===== config.mk =====
export PLATFORM = sky130hd
export DESIGN_NAME = pos_equiv_sweeper_flat
export DESIGN_NICKNAME = d
export VERILOG_FILES = /design/src/rtl/guia06_pkg.sv /design/src/rtl/pos_equiv_sweeper_if.sv /design/src/rtl/pos_vec_counter.sv /design/src/rtl/pos_equiv_sweeper.sv /design/src/flat_wrapper.sv
export SDC_FILE = /design/constraint.sdc
export NUM_CORES = 1
export LEC_CHECK = 0
export CAP_MARGIN = 20
export CORE_MARGIN = 10
export CORE_UTILIZATION = 27
export CTS_CLUSTER_DIAMETER = 120
export DETAILED_ROUTE_END_ITERATION = 8
export HOLD_SLACK_MARGIN = 0.06
export SETUP_SLACK_MARGIN = 0.05
export SYNTH_ARGS = -nofsm -noshare
export SYNTH_HDL_FRONTEND = slang
export SYNTH_SLANG_ARGS = --single-unit

===== constraint.sdc =====
create_clock -name clk -period 2.1 [get_ports clk]
set_clock_uncertainty 0.1 [all_clocks]
set_input_delay 0.42 -clock clk [delete_from_list [all_inputs] [get_ports clk]]
set_output_delay 0.42 -clock clk [all_outputs]
set_load 0.02 [all_outputs]

===== src/rtl/guia06_pkg.sv =====
// Shared types and constants for the reduced-vs-canonical function bank sweeper.
package guia06_pkg;

    typedef enum logic [1:0] {
        ST_IDLE  = 2'd0,
        ST_DRIVE = 2'd1,
        ST_CHECK = 2'd2,
        ST_DONE  = 2'd3
    } state_e;

    localparam int unsigned CNT_W  = 8;
    localparam logic [CNT_W-1:0] CNT_MAX = 8'hFF;
    localparam int unsigned FSEL_W = 3;

    function automatic logic [CNT_W-1:0] sat_inc(input logic [CNT_W-1:0] v);
        return (v == CNT_MAX) ? v : v + 8'd1;
    endfunction

endpackage


===== src/rtl/pos_equiv_sweeper_if.sv =====
// Stimulus/result bundle between the sweeper and the function bank under test.
interface pos_equiv_sweeper_if
    import guia06_pkg::*;
#(
    parameter int unsigned N_FUNC = 5,
    parameter int unsigned N_VARS = 3
);
    logic              start;
    logic              s_in;
    logic              ctrl_in;
    logic [N_VARS-1:0] vec;
    logic [FSEL_W-1:0] func_sel;
    logic              busy;
    logic              done;
    logic              err_valid;
    logic [FSEL_W-1:0] err_func;
    logic [N_VARS-1:0] err_idx;
    logic [CNT_W-1:0]  mismatch_count;
    logic [N_FUNC-1:0] fail_mask;

    modport master (
        output start, s_in, ctrl_in,
        input  vec, func_sel, busy, done, err_valid, err_func, err_idx, mismatch_count,
               fail_mask
    );

    modport slave (
        input  start, s_in, ctrl_in,
        output vec, func_sel, busy, done, err_valid, err_func, err_idx, mismatch_count,
               fail_mask
    );
endinterface


===== src/rtl/pos_vec_counter.sv =====
// Nested vector/function-pair counter; vec wraps into a func_sel increment.
module pos_vec_counter
    import guia06_pkg::*;
#(
    parameter int unsigned N_FUNC = 5,
    parameter int unsigned N_VARS = 3
) (
    input  logic              clk,
    input  logic              rst_n,
    input  logic              clr,
    input  logic              adv,
    output logic [N_VARS-1:0] vec,
    output logic [FSEL_W-1:0] func_sel,
    output logic              last
);
    localparam logic [N_VARS-1:0] VEC_MAX   = '1;
    localparam logic [FSEL_W-1:0] FUNC_LAST = FSEL_W'(N_FUNC - 1);

    logic [N_VARS-1:0] vec_q;
    logic [FSEL_W-1:0] func_q;

    always_ff @(posedge clk or negedge rst_n) begin
        if (!rst_n) begin
            vec_q  <= '0;
            func_q <= '0;
        end else if (clr) begin
            vec_q  <= '0;
            func_q <= '0;
        end else if (adv) begin
            if (vec_q == VEC_MAX) begin
                vec_q  <= '0;
                func_q <= func_q + 3'd1;
            end else begin
                vec_q <= vec_q + 1'b1;
            end
        end
    end

    assign vec      = vec_q;
    assign func_sel = func_q;
    assign last     = (vec_q == VEC_MAX) && (func_q == FUNC_LAST);
endmodule


===== src/rtl/pos_equiv_sweeper.sv =====
// Sweeps every minterm of each function pair and records reduced/canonical mismatches.
module pos_equiv_sweeper
    import guia06_pkg::*;
#(
    parameter int unsigned N_FUNC = 5,
    parameter int unsigned N_VARS = 3,
    parameter int unsigned SETTLE = 1
) (
    input logic                clk,
    input logic                rst_n,
    pos_equiv_sweeper_if.slave bus
);
    localparam int unsigned WAIT_W = (SETTLE > 1) ? $clog2(SETTLE) : 1;
    localparam logic [WAIT_W-1:0] WAIT_LOAD = WAIT_W'(SETTLE - 1);
    localparam logic [N_FUNC-1:0] MASK_ONE  = N_FUNC'(1);

    state_e            state_q, state_d;
    logic [WAIT_W-1:0] wait_q, wait_d;
    logic              err_valid_q, err_valid_d;
    logic [FSEL_W-1:0] err_func_q, err_func_d;
    logic [N_VARS-1:0] err_idx_q, err_idx_d;
    logic [CNT_W-1:0]  count_q, count_d;
    logic [N_FUNC-1:0] mask_q, mask_d;

    logic              clr;
    logic              adv;
    logic              last;
    logic [N_VARS-1:0] vec;
    logic [FSEL_W-1:0] func_sel;

    pos_vec_counter #(
        .N_FUNC (N_FUNC),
        .N_VARS (N_VARS)
    ) u_vec_counter (
        .clk      (clk),
        .rst_n    (rst_n),
        .clr      (clr),
        .adv      (adv),
        .vec      (vec),
        .func_sel (func_sel),
        .last     (last)
    );

    always_ff @(posedge clk or negedge rst_n) begin
        if (!rst_n) begin
            state_q     <= ST_IDLE;
            wait_q      <= '0;
            err_valid_q <= 1'b0;
            err_func_q  <= '0;
            err_idx_q   <= '0;
            count_q     <= '0;
            mask_q      <= '0;
        end else begin
            state_q     <= state_d;
            wait_q      <= wait_d;
            err_valid_q <= err_valid_d;
            err_func_q  <= err_func_d;
            err_idx_q   <= err_idx_d;
            count_q     <= count_d;
            mask_q      <= mask_d;
        end
    end

    always_comb begin
        state_d     = state_q;
        wait_d      = wait_q;
        err_valid_d = 1'b0;
        err_func_d  = err_func_q;
        err_idx_d   = err_idx_q;
        count_d     = count_q;
        mask_d      = mask_q;
        clr         = 1'b0;
        adv         = 1'b0;
        unique case (state_q)
            ST_IDLE: begin
                if (bus.start) begin
                    state_d    = ST_DRIVE;
                    wait_d     = WAIT_LOAD;
                    clr        = 1'b1;
                    count_d    = '0;
                    mask_d     = '0;
                    err_func_d = '0;
                    err_idx_d  = '0;
                end
            end
            ST_DRIVE: begin
                if (wait_q == '0) begin
                    state_d = ST_CHECK;
                end else begin
                    wait_d = wait_q - 1'b1;
                end
            end
            ST_CHECK: begin
                if (bus.s_in != bus.ctrl_in) begin
                    err_valid_d = 1'b1;
                    err_func_d  = func_sel;
                    err_idx_d   = vec;
                    mask_d      = mask_q | (MASK_ONE << func_sel);
                    count_d     = sat_inc(count_q);
                end
                // Vector only moves here so x,y,z stay stable for the whole settle window.
                adv = 1'b1;
                if (last) begin
                    state_d = ST_DONE;
                end else begin
                    state_d = ST_DRIVE;
                    wait_d  = WAIT_LOAD;
                end
            end
            ST_DONE: begin
                state_d = ST_IDLE;
            end
            default: begin
                state_d = ST_IDLE;
            end
        endcase
    end

    assign bus.vec            = vec;
    assign bus.func_sel       = func_sel;
    assign bus.busy           = (state_q != ST_IDLE);
    assign bus.done           = (state_q == ST_DONE);
    assign bus.err_valid      = err_valid_q;
    assign bus.err_func       = err_func_q;
    assign bus.err_idx        = err_idx_q;
    assign bus.mismatch_count = count_q;
    assign bus.fail_mask      = mask_q;
endmodule


===== src/flat_wrapper.sv =====
// flat-port wrapper written by rule: the top's interface ports become plain ports
module pos_equiv_sweeper_flat import guia06_pkg::*;
#(
    parameter int unsigned N_FUNC = 5,
    parameter int unsigned N_VARS = 3,
    parameter int unsigned SETTLE = 1
)
  (clk, rst_n, bus_start, bus_s_in, bus_ctrl_in, bus_vec, bus_func_sel, bus_busy, bus_done, bus_err_valid, bus_err_func, bus_err_idx, bus_mismatch_count, bus_fail_mask);
  pos_equiv_sweeper_if #(.N_FUNC(N_FUNC), .N_VARS(N_VARS)) bus_i ();
  input logic clk;
  input logic rst_n;
  input wire logic [$bits(bus_i.start)-1:0] bus_start;
  input wire logic [$bits(bus_i.s_in)-1:0] bus_s_in;
  input wire logic [$bits(bus_i.ctrl_in)-1:0] bus_ctrl_in;
  output wire logic [$bits(bus_i.vec)-1:0] bus_vec;
  output wire logic [$bits(bus_i.func_sel)-1:0] bus_func_sel;
  output wire logic [$bits(bus_i.busy)-1:0] bus_busy;
  output wire logic [$bits(bus_i.done)-1:0] bus_done;
  output wire logic [$bits(bus_i.err_valid)-1:0] bus_err_valid;
  output wire logic [$bits(bus_i.err_func)-1:0] bus_err_func;
  output wire logic [$bits(bus_i.err_idx)-1:0] bus_err_idx;
  output wire logic [$bits(bus_i.mismatch_count)-1:0] bus_mismatch_count;
  output wire logic [$bits(bus_i.fail_mask)-1:0] bus_fail_mask;
  assign bus_i.start = bus_start;
  assign bus_i.s_in = bus_s_in;
  assign bus_i.ctrl_in = bus_ctrl_in;
  assign bus_vec = bus_i.vec;
  assign bus_func_sel = bus_i.func_sel;
  assign bus_busy = bus_i.busy;
  assign bus_done = bus_i.done;
  assign bus_err_valid = bus_i.err_valid;
  assign bus_err_func = bus_i.err_func;
  assign bus_err_idx = bus_i.err_idx;
  assign bus_mismatch_count = bus_i.mismatch_count;
  assign bus_fail_mask = bus_i.fail_mask;
  pos_equiv_sweeper #(.N_FUNC(N_FUNC), .N_VARS(N_VARS), .SETTLE(SETTLE)) u_core (.clk(clk), .rst_n(rst_n), .bus(bus_i));
endmodule

Word level (Yosys, flattened, before mapping)

Index checks and enable logic that the tools add are counted.

Register bits after elaboration: 29
Bits in latches: 0
RAM bits: 0
Bits in read-only memories: 0
Bits of input ports: 5
Output and inout port bits: 28
Memories kept: 0

$add $sub $neg: 4
Multipliers: 0
Divide/modulo/power cells: 0
Magnitude comparators: 0
Equal/unequal tests: 12
Shifts and indexed selects: 1
Muxes and demuxes: 31
Bitwise operators: 1
Reduce and logical (&&, ||, !) cells: 12

Operator list:

| cell                | number |
|---|---|
| $mux 3              | 9 |
| $mux 8              | 3 |
| $pmux 8 s2          | 1 |
| $pmux 3 s2          | 2 |
| $mux 5              | 2 |
| $pmux 5 s2          | 1 |
| $add 8x1->8 const B | 1 |
| $eq 8x8->1 const B  | 1 |
| $mux 1              | 8 |
| $ne 2x2->1 const B  | 4 |
| $pmux 2 s4          | 1 |
| $reduce_bool 2->1   | 4 |
| $add 3x1->3 const B | 2 |
| $eq 3x3->1 const B  | 2 |
| $mux 2              | 3 |
| $reduce_and 3->1    | 2 |
| $or 5x5->5          | 1 |
| $shl 1x3->5 const A | 1 |
| $eq 2x2->1 const B  | 2 |
| $reduce_and 2->1    | 2 |
| $reduce_and 4->1    | 1 |
| $pmux 1 s3          | 1 |
| $reduce_bool 3->1   | 1 |
| $eq 2x1->1 const B  | 1 |
| 5 further kinds     | 5 |

Depth between registers and ports, before layout

Gate-level depths: netlist (run 1).

Depth after elaboration: 4
Gate-level depth with buffers: 6
Depth with buffers taken out: 5

By module

Synthesis (run 1) repeated with hierarchy kept, for this count alone.

Cells, all modules: 137
Area, all modules: 1380.1 um2

By module, submodules not included:

| module            | instances | cells an instance | area an instance (um2) |
|---|---|---|---|
| pos_equiv_sweeper | 1         | 106               | 1034.7 |
| pos_vec_counter   | 1         | 31                | 345.3 |

Least setup slack after synthesis (run 1)

No wires, ideal clock.

Path type: register to register
Start point: register u_core.count_q[0], in the netlist u_core.bus.mismatch_count[0]
End point: register u_core.count_q[6], in the netlist u_core.bus.mismatch_count[6]
Library setup time: 0.126 ns
Arrival time: 1.390 ns
Data required time: 1.874 ns
Slack: 0.484 ns
Cell stages (with the launch flop): 6
Path buffers: 0
Cell sequence: dfrtp_1 -> ha_1 -> and3_1 -> nand4_1 -> a21oi_1 -> a311o_1

Cells in the longest elaborated chain, start to end: 4
Elaborated cells between the ends (all ways): 7
Those cells by class: add/sub (1); eq/ne (2); mux (3); reduce/logical (1)

Ends and longest elaborated chain:

| item                   | line                    | source |
|---|---|---|
| start, declared        | pos_equiv_sweeper.sv:22 | `logic [CNT_W-1:0] count_q, count_d;` |
| start signal, assigned | pos_equiv_sweeper.sv:59 | `count_q <= count_d;` |
| $add 8x1->8            | guia06_pkg.sv:16        | `return (v == CNT_MAX) ? v : v + 8'd1;` |
| $mux 8                 | guia06_pkg.sv:16        |  |
| $mux 8                 | pos_equiv_sweeper.sv:94 | `if (bus.s_in != bus.ctrl_in) begin` |
| $pmux 8 s2             | pos_equiv_sweeper.sv:74 | `unique case (state_q)` |

Several ways; a longest one is shown, not always the timed one. The select of a mux whose other input is x is not followed.
A chain may end at the register's enable or synchronous reset.

Worst setup path after layout (run 1)

Start point: register u_core.u_vec_counter.func_q[0], in the netlist u_core.u_vec_counter.func_sel[0]
End point: output bus_func_sel[0]

RTL lines:

| item                   | line                  | source |
|---|---|---|
| start, declared        | pos_vec_counter.sv:20 | `logic [FSEL_W-1:0] func_q;` |
| start signal, assigned | pos_vec_counter.sv:32 | `func_q <= func_q + 3'd1;` |
| end, declared          | flat_wrapper.sv:16    | `output wire logic [$bits(bus_i.func_sel)-1:0] bus_func_sel;` |

No word-level cell between the ends.

==> results of run 1 <==
==> synthesized netlist by cell type, drive strengths merged <==
master / count / area share
dfrtp: 28 / 0.52
inv: 17 / 0.051
nand2: 14 / 0.039
nand3: 12 / 0.044
o21ai: 11 / 0.043
a21oi: 9 / 0.033
ha: 8 / 0.074
nor2: 6 / 0.017
nor3: 5 / 0.018
buf: 3 / 0.013
nand2b: 3 / 0.019
o221ai: 3 / 0.019
a31oi: 2 / 0.0092
nand4: 2 / 0.0092
a311o: 1 / 0.0074
a32o: 1 / 0.0074
and2: 1 / 0.0046
and2b: 1 / 0.0055
and3: 1 / 0.0046
mux2i: 1 / 0.0074
nand3b: 1 / 0.0055
nor3b: 1 / 0.0055
o211ai: 1 / 0.0055
o21a: 1 / 0.0055
o21bai: 1 / 0.0055
o22ai: 1 / 0.0046
o31ai: 1 / 0.0055
or2: 1 / 0.0046
or3: 1 / 0.0046
or3b: 1 / 0.0064
xnor2: 1 / 0.0064
==> sequential cells by signal, summed over array words and instances, names as in the netlist <==
signal                         cells
u_core.bus.fail_mask               5
u_core.bus.mismatch_count          8
u_core.bus.err_func                3
u_core.bus.err_idx                 3
u_core.state_q                     2
u_core.bus.err_valid               1
u_core.u_vec_counter.vec           3
u_core.u_vec_counter.func_sel      3
==> through the flow <==
| stage | setup WS [ns] | hold WS [ns] | std cells | area [um2] |
|---|---|---|---|---|
| floorplan | 0.484 | 0.0244 | 140 | 1360 |
| global placement | 0.130 | 0.388 | 242 | 1790 |
| detailed placement | 0.0617 | 0.388 | 242 | 1790 |
| CTS | 0.0585 | 0.417 | 246 | 1850 |
| global route | 0.0797 | 0.442 | 246 | 1850 |
| finish | 0.173 | 0.409 | 246 | 1850 |
==> power by group <==
group / switching, mW / leakage, nW / internal (mW)
clock network: 0.164 / 0.0288 / 0.168
registers: 0.106 / 0.381 / 0.641
logic: 0.475 / 0.388 / 0.342
==> kinds of logic after synthesis <==
kind of cell / after synthesis / synth area share
flip-flops: 28 / 0.515
buffers and inverters: 20 / 0.0635
AND/OR/NAND/NOR: 50 / 0.188
multiplexers: 1 / 0.00736
AO/OA/AOI/OAI: 32 / 0.146
XOR/XNOR: 1 / 0.00644
adder cells (fa/ha/maj): 8 / 0.0736
==> routing by layer <==
metal,vias to the layer above,wire (um),GRT usage
met5,-,0,0
met4,0,19,0.0274
met3,2,170,0.0247
met2,18,1460,0.125
met1,527,1620,0.101
li1,566,-,-
==> layout make-up <==
| type | count | area [um2] | share of cell area |
|---|---|---|---|
| Sequential cell | 28 | 702 | 0.380 |
| Multi-Input combinational cell | 92 | 573 | 0.310 |
| Timing Repair Buffer | 38 | 367 | 0.198 |
| Tap cell | 67 | 83.8 | 0.0453 |
| Inverter | 17 | 68.8 | 0.0372 |
| Clock buffer | 4 | 55.1 | 0.0298 |
==> worst max-delay path by stage <==
stage / cells after the start / start / to
after floorplan: 5 / u_core.bus.mismatch_count[0]$_DFFE_PN0P_ / u_core.bus.mismatch_count[6]$_DFFE_PN0P_
after global placement: 5 / bus_start / u_core.bus.mismatch_count[3]$_DFFE_PN0P_
after detailed placement: 5 / bus_ctrl_in / u_core.bus.err_func[1]$_DFFE_PN0P_
after CTS: 2 / u_core.state_q[0]$_DFFE_PN0P_ / bus_done
after global routing: 5 / bus_ctrl_in / u_core.bus.err_func[0]$_DFFE_PN0P_
final: 1 / u_core.u_vec_counter.func_sel[0]$_DFFE_PN0P_ / bus_func_sel[0]
==> repair_timing <==
action,CTS,global route
gates resized for setup,1,2
buffers inserted,0,0
pin swaps,0,0
cloned,0,0
hold buffers,0,0
setup endpoints to repair,1,1
==> flow_summary.toml, run 1 <==
[clocking]
cts_sinks = 28
cts_tree = "done"
htreeDepth = 1
cts_buffer_depth = 2
root_buffer = "clkbuf_8"
clock_latency_ns = 0.27
cts_made_buffers = 3
clk_pin_slew_ns = 0.09

[sta]
finalCritPeriodShare = 0.918
slew_violations = 0
fin_crit_ns = 1.93
hold_viol = 0
max_slew_margin = 0.552
worst_pin_slew_ns = 0.672
setup_viol = 0
rsz0062_at_grt = "false"
tns_ns = 0
clock.fmax_mhz = 519

[final_layout]
fillers = 511
final_common_cell = "clkdlybuf4s50_1"
nets = 193
final_cell_mix = "30 x clkdlybuf4s50_1, 27 x dfrtp_1, 16 x inv_1"
drive_above_1_share = 0.0838
diodes = 0
area_growth_pct = 36.0
fin_util = 0.384

[grt]
grt_pass1_wl_um = 5590
grt_usage = 0.0798
grt_pass1_vias = 1126
antenna_found_initial = 0
grt_max_degree = 29
overflow = 0

[critical_path]
crit_buf_inv = 1
rr_startpoint = "u_core.state_q[0]$_DFFE_PN0P_"
crit_required_ns = 1.58
cp-start-kind = "register"
r2r-end = "u_core.bus.err_func[1]$_DFFE_PN0P_"
ff2ff_path_depth = 4
slowest_stage = "clkdlybuf4s50_1"
criticalPathCategory = "reg -> out"
slowest_delay_ns = 0.66
path_cells = "clkdlybuf4s50_1"
crit_family = "buffers and inverters"
arrival_ns = 1.41
worst-path-max-fanout = 7
crit_path_end_kind = "output port"
reg2reg_slack_ns = 0.48

[route]
vias_per_cell = 4.52
drc_errors = 0
drt-total-wl_um = 3270
ant_nets = 0
firstDrtPassIters = 4
vias = 1113
routedWlPerCell_um = 13.3
drt_iter0_markers = 63

[logic_synthesis]
netlist_instances = 140
synth_area_per_cell_um2 = 9.71
ys_ff_latch = 28
synth_fp_nets = 153
yosysWarnings = 0
yosysSeqAreaShare = 0.515
synth_area_mm2 = 0.00136
synthDistinctLibCells = 35

[place]
gp_congestion = 0.768
place_hpwl_um = 2450
numPortBuffers = 32

[die]
die_h_um = 91.0
die_width_um = 91.0
die-area_mm2 = 0.00828
rows = 25
start_util = 0.282
coreArea_mm2 = 0.00482
io_pins = 33

[min_path]
hold_end = "u_core.bus.fail_mask[2]$_DFFE_PN0P_"
hold_start = "u_core.bus.fail_mask[2]$_DFFE_PN0P_"
min_path_type = "reg -> reg"
hold_path_depth = 2

[power_and_ir_drop]
p_leak_nw = 0.798
powerDensity_mw_per_mm2 = 1030
vdd_drop_max_mv = 0.480
finalPower_mw = 1.90

[run]
max_cap_viol_count = 0

[run_status]
outcome = "complete, no violations"
Note: power is estimated with default switching activity, not from simulation.
==> run 2, diff against run 1 <==
--- a/config.mk
+++ b/config.mk
@@ -6,12 +6,12 @@
 export NUM_CORES = 1
 export LEC_CHECK = 0
 export CAP_MARGIN = 20
-export CORE_MARGIN = 10
 export CORE_UTILIZATION = 27
 export CTS_CLUSTER_DIAMETER = 120
 export DETAILED_ROUTE_END_ITERATION = 8
 export HOLD_SLACK_MARGIN = 0.06
 export SETUP_SLACK_MARGIN = 0.05
+export SKIP_CTS_REPAIR_TIMING = 1
 export SYNTH_ARGS = -nofsm -noshare
 export SYNTH_HDL_FRONTEND = slang
 export SYNTH_SLANG_ARGS = --single-unit
==> flow_summary.toml, run 2 (same netlist as run 1, synthesis figures left out) <==
[die]
coreArea_mm2 = 0.00479
die-area_mm2 = 0.00533
die_h_um = 73.0
io_pins = 33
start_util = 0.284
rows = 25
die_width_um = 73.0

[sta]
worst_pin_slew_ns = 0.745
setup_ws_ns = 0.139
holdWs_ns = 0.402
clock.fmax_mhz = 510
fin_crit_ns = 1.96
max_slew_margin = 0.503
rsz0062_at_grt = "false"
tns_ns = 0
finalCritPeriodShare = 0.934
hold_viol = 0
slew_violations = 0
setup_viol = 0

[grt]
grt_max_degree = 29
antenna_found_initial = 0
grt_pass1_vias = 1033
grt_pass1_wl_um = 4800
grt_usage = 0.119
overflow = 0

[critical_path]
slowest_stage = "clkdlybuf4s50_1"
arrival_ns = 1.44
path_cells = "and2_1, clkdlybuf4s50_1"
crit_path_end_kind = "output port"
crit_required_ns = 1.58
cp-start-kind = "register"
crit_buf_inv = 1
worst-path-max-fanout = 8
crit_family = "buffers and inverters"
slowest_delay_ns = 0.59
criticalPathCategory = "reg -> out"

[min_path]
min_path_type = "reg -> reg"

[clocking]
cts_tree = "done"
htreeDepth = 1
root_buffer = "clkbuf_8"
cts_sinks = 28
cts_made_buffers = 3
clk_pin_slew_ns = 0.10
clock_latency_ns = 0.28
cts_buffer_depth = 2

[route]
ant_nets = 0
drt_iter0_markers = 50
routedWlPerCell_um = 11.9
drt-total-wl_um = 2910
drc_errors = 0
vias = 1121
firstDrtPassIters = 4
vias_per_cell = 4.58

[final_layout]
nets = 192
diodes = 0
largest_register_ffs = 8
final_common_cell = "clkdlybuf4s50_1"
layout.cells.non_filler = 245
area_growth_pct = 35.5
drive_above_1_share = 0.0787
fin_util = 0.385
finalInstanceArea_mm2 = 0.00184
final_cell_mix = "31 x clkdlybuf4s50_1, 27 x dfrtp_1, 16 x inv_1"

[place]
place_ws_ns = 0.00314
placed_cell_area_mm2 = 0.00178
dp.cells = 241
gp_congestion = 0.827
place_hpwl_um = 2090
numPortBuffers = 32

[power_and_ir_drop]
finalPower_mw = 1.88
vdd_drop_max_mv = 0.402
powerDensity_mw_per_mm2 = 1020
p_leak_nw = 0.783

[run_status]
outcome = "complete, no violations"

[run]
max_cap_viol_count = 0
[run 2: changes by cell type in the layout (fill, tap and decap cells not counted), sizes merged]
cell,previous run,this run
dlygate4sd2,1,0
buf,6,5
clkdlybuf4s50,30,31
[run 2: worst paths after layout]
path,from,cells after the start,slack [ns],endpoint
min reg2reg,u_core.bus.fail_mask[3]$_DFFE_PN0P_,2,0.40,u_core.bus.fail_mask[3]$_DFFE_PN0P_
max reg2reg,u_core.state_q[0]$_DFFE_PN0P_,4,0.43,u_core.bus.err_func[2]$_DFFE_PN0P_
min,u_core.bus.fail_mask[3]$_DFFE_PN0P_,2,0.40,u_core.bus.fail_mask[3]$_DFFE_PN0P_
min in group asynchronous,rst_n,2,0.42,u_core.bus.err_idx[2]$_DFFE_PN0P_
max,u_core.state_q[0]$_DFFE_PN0P_,2,0.14,bus_done
max in group asynchronous,rst_n,2,1.20,u_core.state_q[0]$_DFFE_PN0P_
[run 2: metal layers]
metal	vias up	global-route usage	share of wire
met1	521	0.164	0.50
li1	564	-	-
met5	-	0	0
met4	0	0.0458	0.0058
met2	34	0.179	0.46
met3	2	0.0290	0.043
[run 2: report_power, final]
part / internal, mW / switching (mW)
Combinational: 0.338 / 0.460
Sequential: 0.641 / 0.103
Clock: 0.168 / 0.173
Total: 1.15 / 0.736
[run 2: worst register-to-register path, delay by kind of cell, from the launching register on]
kind,cells,cell delay (ns)
and+or+nand+nor,1,0.15
AOI/OAI and AO/OA,3,0.90
DFF,1,0.46
[run 2: area by class of cell]
| class | instances | area (um2) |
|---|---|---|
| Clock buffer | 4 | 55.1 |
| Fill cell | 505 | 2940 |
| Inverter | 17 | 68.8 |
| Multi-Input combinational cell | 92 | 573 |
| Sequential cell | 28 | 702 |
| Tap cell | 67 | 83.8 |
| Timing Repair Buffer | 37 | 360 |
==> run 3, diff against run 2 <==
==> constraint.sdc (replaced) <==
create_clock -name clk -period 1.6 [get_ports clk]
set_clock_uncertainty 0.1 [all_clocks]
set_input_delay 0.32 -clock clk [delete_from_list [all_inputs] [get_ports clk]]
set_output_delay 0.32 -clock clk [all_outputs]
set_load 0.02 [all_outputs]
==> flow_summary.toml, run 3 (same netlist as run 1, synthesis figures left out) <==
[place]
dp.cells = 249
gp_congestion = 0.822
place_ws_ns = -0.351
numPortBuffers = 32
place_hpwl_um = 2200
placed_cell_area_mm2 = 0.00186

[power_and_ir_drop]
vdd_drop_max_mv = 0.716
finalPower_mw = 2.95
combinationalPowerShare = 0.481
p_sw_mw = 1.10
p_sw_frac = 0.372
p_leak_nw = 1.37
clockPowerShare = 0.189
seq_power_share = 0.330
p_int_mw = 1.85
powerDensity_mw_per_mm2 = 1350

[clocking]
root_buffer = "clkbuf_8"
cts_tree = "done"
clock_latency_ns = 0.27
cts_buffer_depth = 2
htreeDepth = 1
clk_pin_slew_ns = 0.10
cts_sinks = 28
cts_made_buffers = 3

[sta]
holdWs_ns = 0.287
setup_viol = 2
hold_viol = 0
slew_violations = 0
finalCritPeriodShare = 1.02
setup_ws_ns = -0.0321
clock.fmax_mhz = 613
fin_crit_ns = 1.63
worst_pin_slew_ns = 0.311
tns_ns = -0.0361
rsz0062_at_grt = "true"
max_slew_margin = 0.793

[final_layout]
nets = 209
fin_util = 0.457
final_cell_mix = "27 x dlymetal6s2s_1, 26 x dfrtp_1, 16 x inv_1"
largest_register_ffs = 8
drive_above_1_share = 0.256
finalInstanceArea_mm2 = 0.00219
layout.cells.non_filler = 262
area_growth_pct = 60.8
final_common_cell = "dlymetal6s2s_1"
fillers = 472
diodes = 0

[route]
firstDrtPassIters = 4
vias = 1177
ant_nets = 0
drt_iter0_markers = 41
vias_per_cell = 4.49
routedWlPerCell_um = 12.4
drc_errors = 0
drt-total-wl_um = 3250

[run]
max_cap_viol_count = 0

[grt]
grt_pass1_wl_um = 5110
grt_max_degree = 29
antenna_found_initial = 0
grt_pass1_vias = 1048
overflow = 0
grt_usage = 0.128

[die]
die-area_mm2 = 0.00533
io_pins = 33
start_util = 0.284
rows = 25
die_h_um = 73.0
coreArea_mm2 = 0.00479
die_width_um = 73.0

[critical_path]
rr_startpoint = "u_core.state_q[0]$_DFFE_PN0P_"
crit_path_end_kind = "register"
criticalPathCategory = "reg -> reg"
ff2ff_path_depth = 5
crit_required_ns = 1.66
cp-start-kind = "register"
setup.worst_path.start = "u_core.state_q[0]$_DFFE_PN0P_"
worst-path-max-fanout = 4
arrival_ns = 1.69

[min_path]
min_path_type = "in -> async"

[run_status]
outcome = "finished with violations"
violations = "setup timing"
## run 3: per-layer routing
layer  routed length (um)  global-route usage
met1                 1610               0.178
met2                 1490               0.195
met3                  132              0.0345
met4                   21              0.0327
met5                    0                   0
## run 3: cell type report
type	count	area [um2]	area share
sequential	28	703	0.322
clock buffer	3	41.3	0.0189
multi-input combinational	92	669	0.306
inverter	17	68.8	0.0315
tap	67	83.8	0.0383
clock inverter	1	30.0	0.0137
timing repair buffer	54	591	0.270
## run 3: power by group through the flow
stage | Sequential, mW | Clock [mW] | Combinational (mW)
2_1_floorplan | 1.11 | 0 | 0.498
3_3_place_gp | 0.992 | 0 | 1.13
3_5_place_dp | 0.991 | 0 | 1.15
4_1_cts | 0.977 | 0.582 | 1.15
5_1_grt | 0.994 | 0.612 | 1.53
6_report | 0.973 | 0.558 | 1.42
## run 3: path summary, 6_finish.rpt
path	slack (ns)	to
worst min-delay path	0.29	u_core.u_vec_counter.vec[1]$_DFFE_PN0P_
worst max-delay path	-0.03	u_core.bus.mismatch_count[6]$_DFFE_PN0P_
min in group clk	0.42	u_core.bus.fail_mask[3]$_DFFE_PN0P_
worst max register to register	-0.03	u_core.bus.mismatch_count[6]$_DFFE_PN0P_
max in group asynchronous	0.94	u_core.bus.err_func[2]$_DFFE_PN0P_
worst min register to register	0.42	u_core.bus.fail_mask[3]$_DFFE_PN0P_
## run 3: worst max-delay path: stages (launching register included)
cell and delay (ns):
dfrtp_1 0.44, buf_6 0.14, or3b_4 0.42, nand2_2 0.07, a21oi_1 0.04, a311o_1 0.31
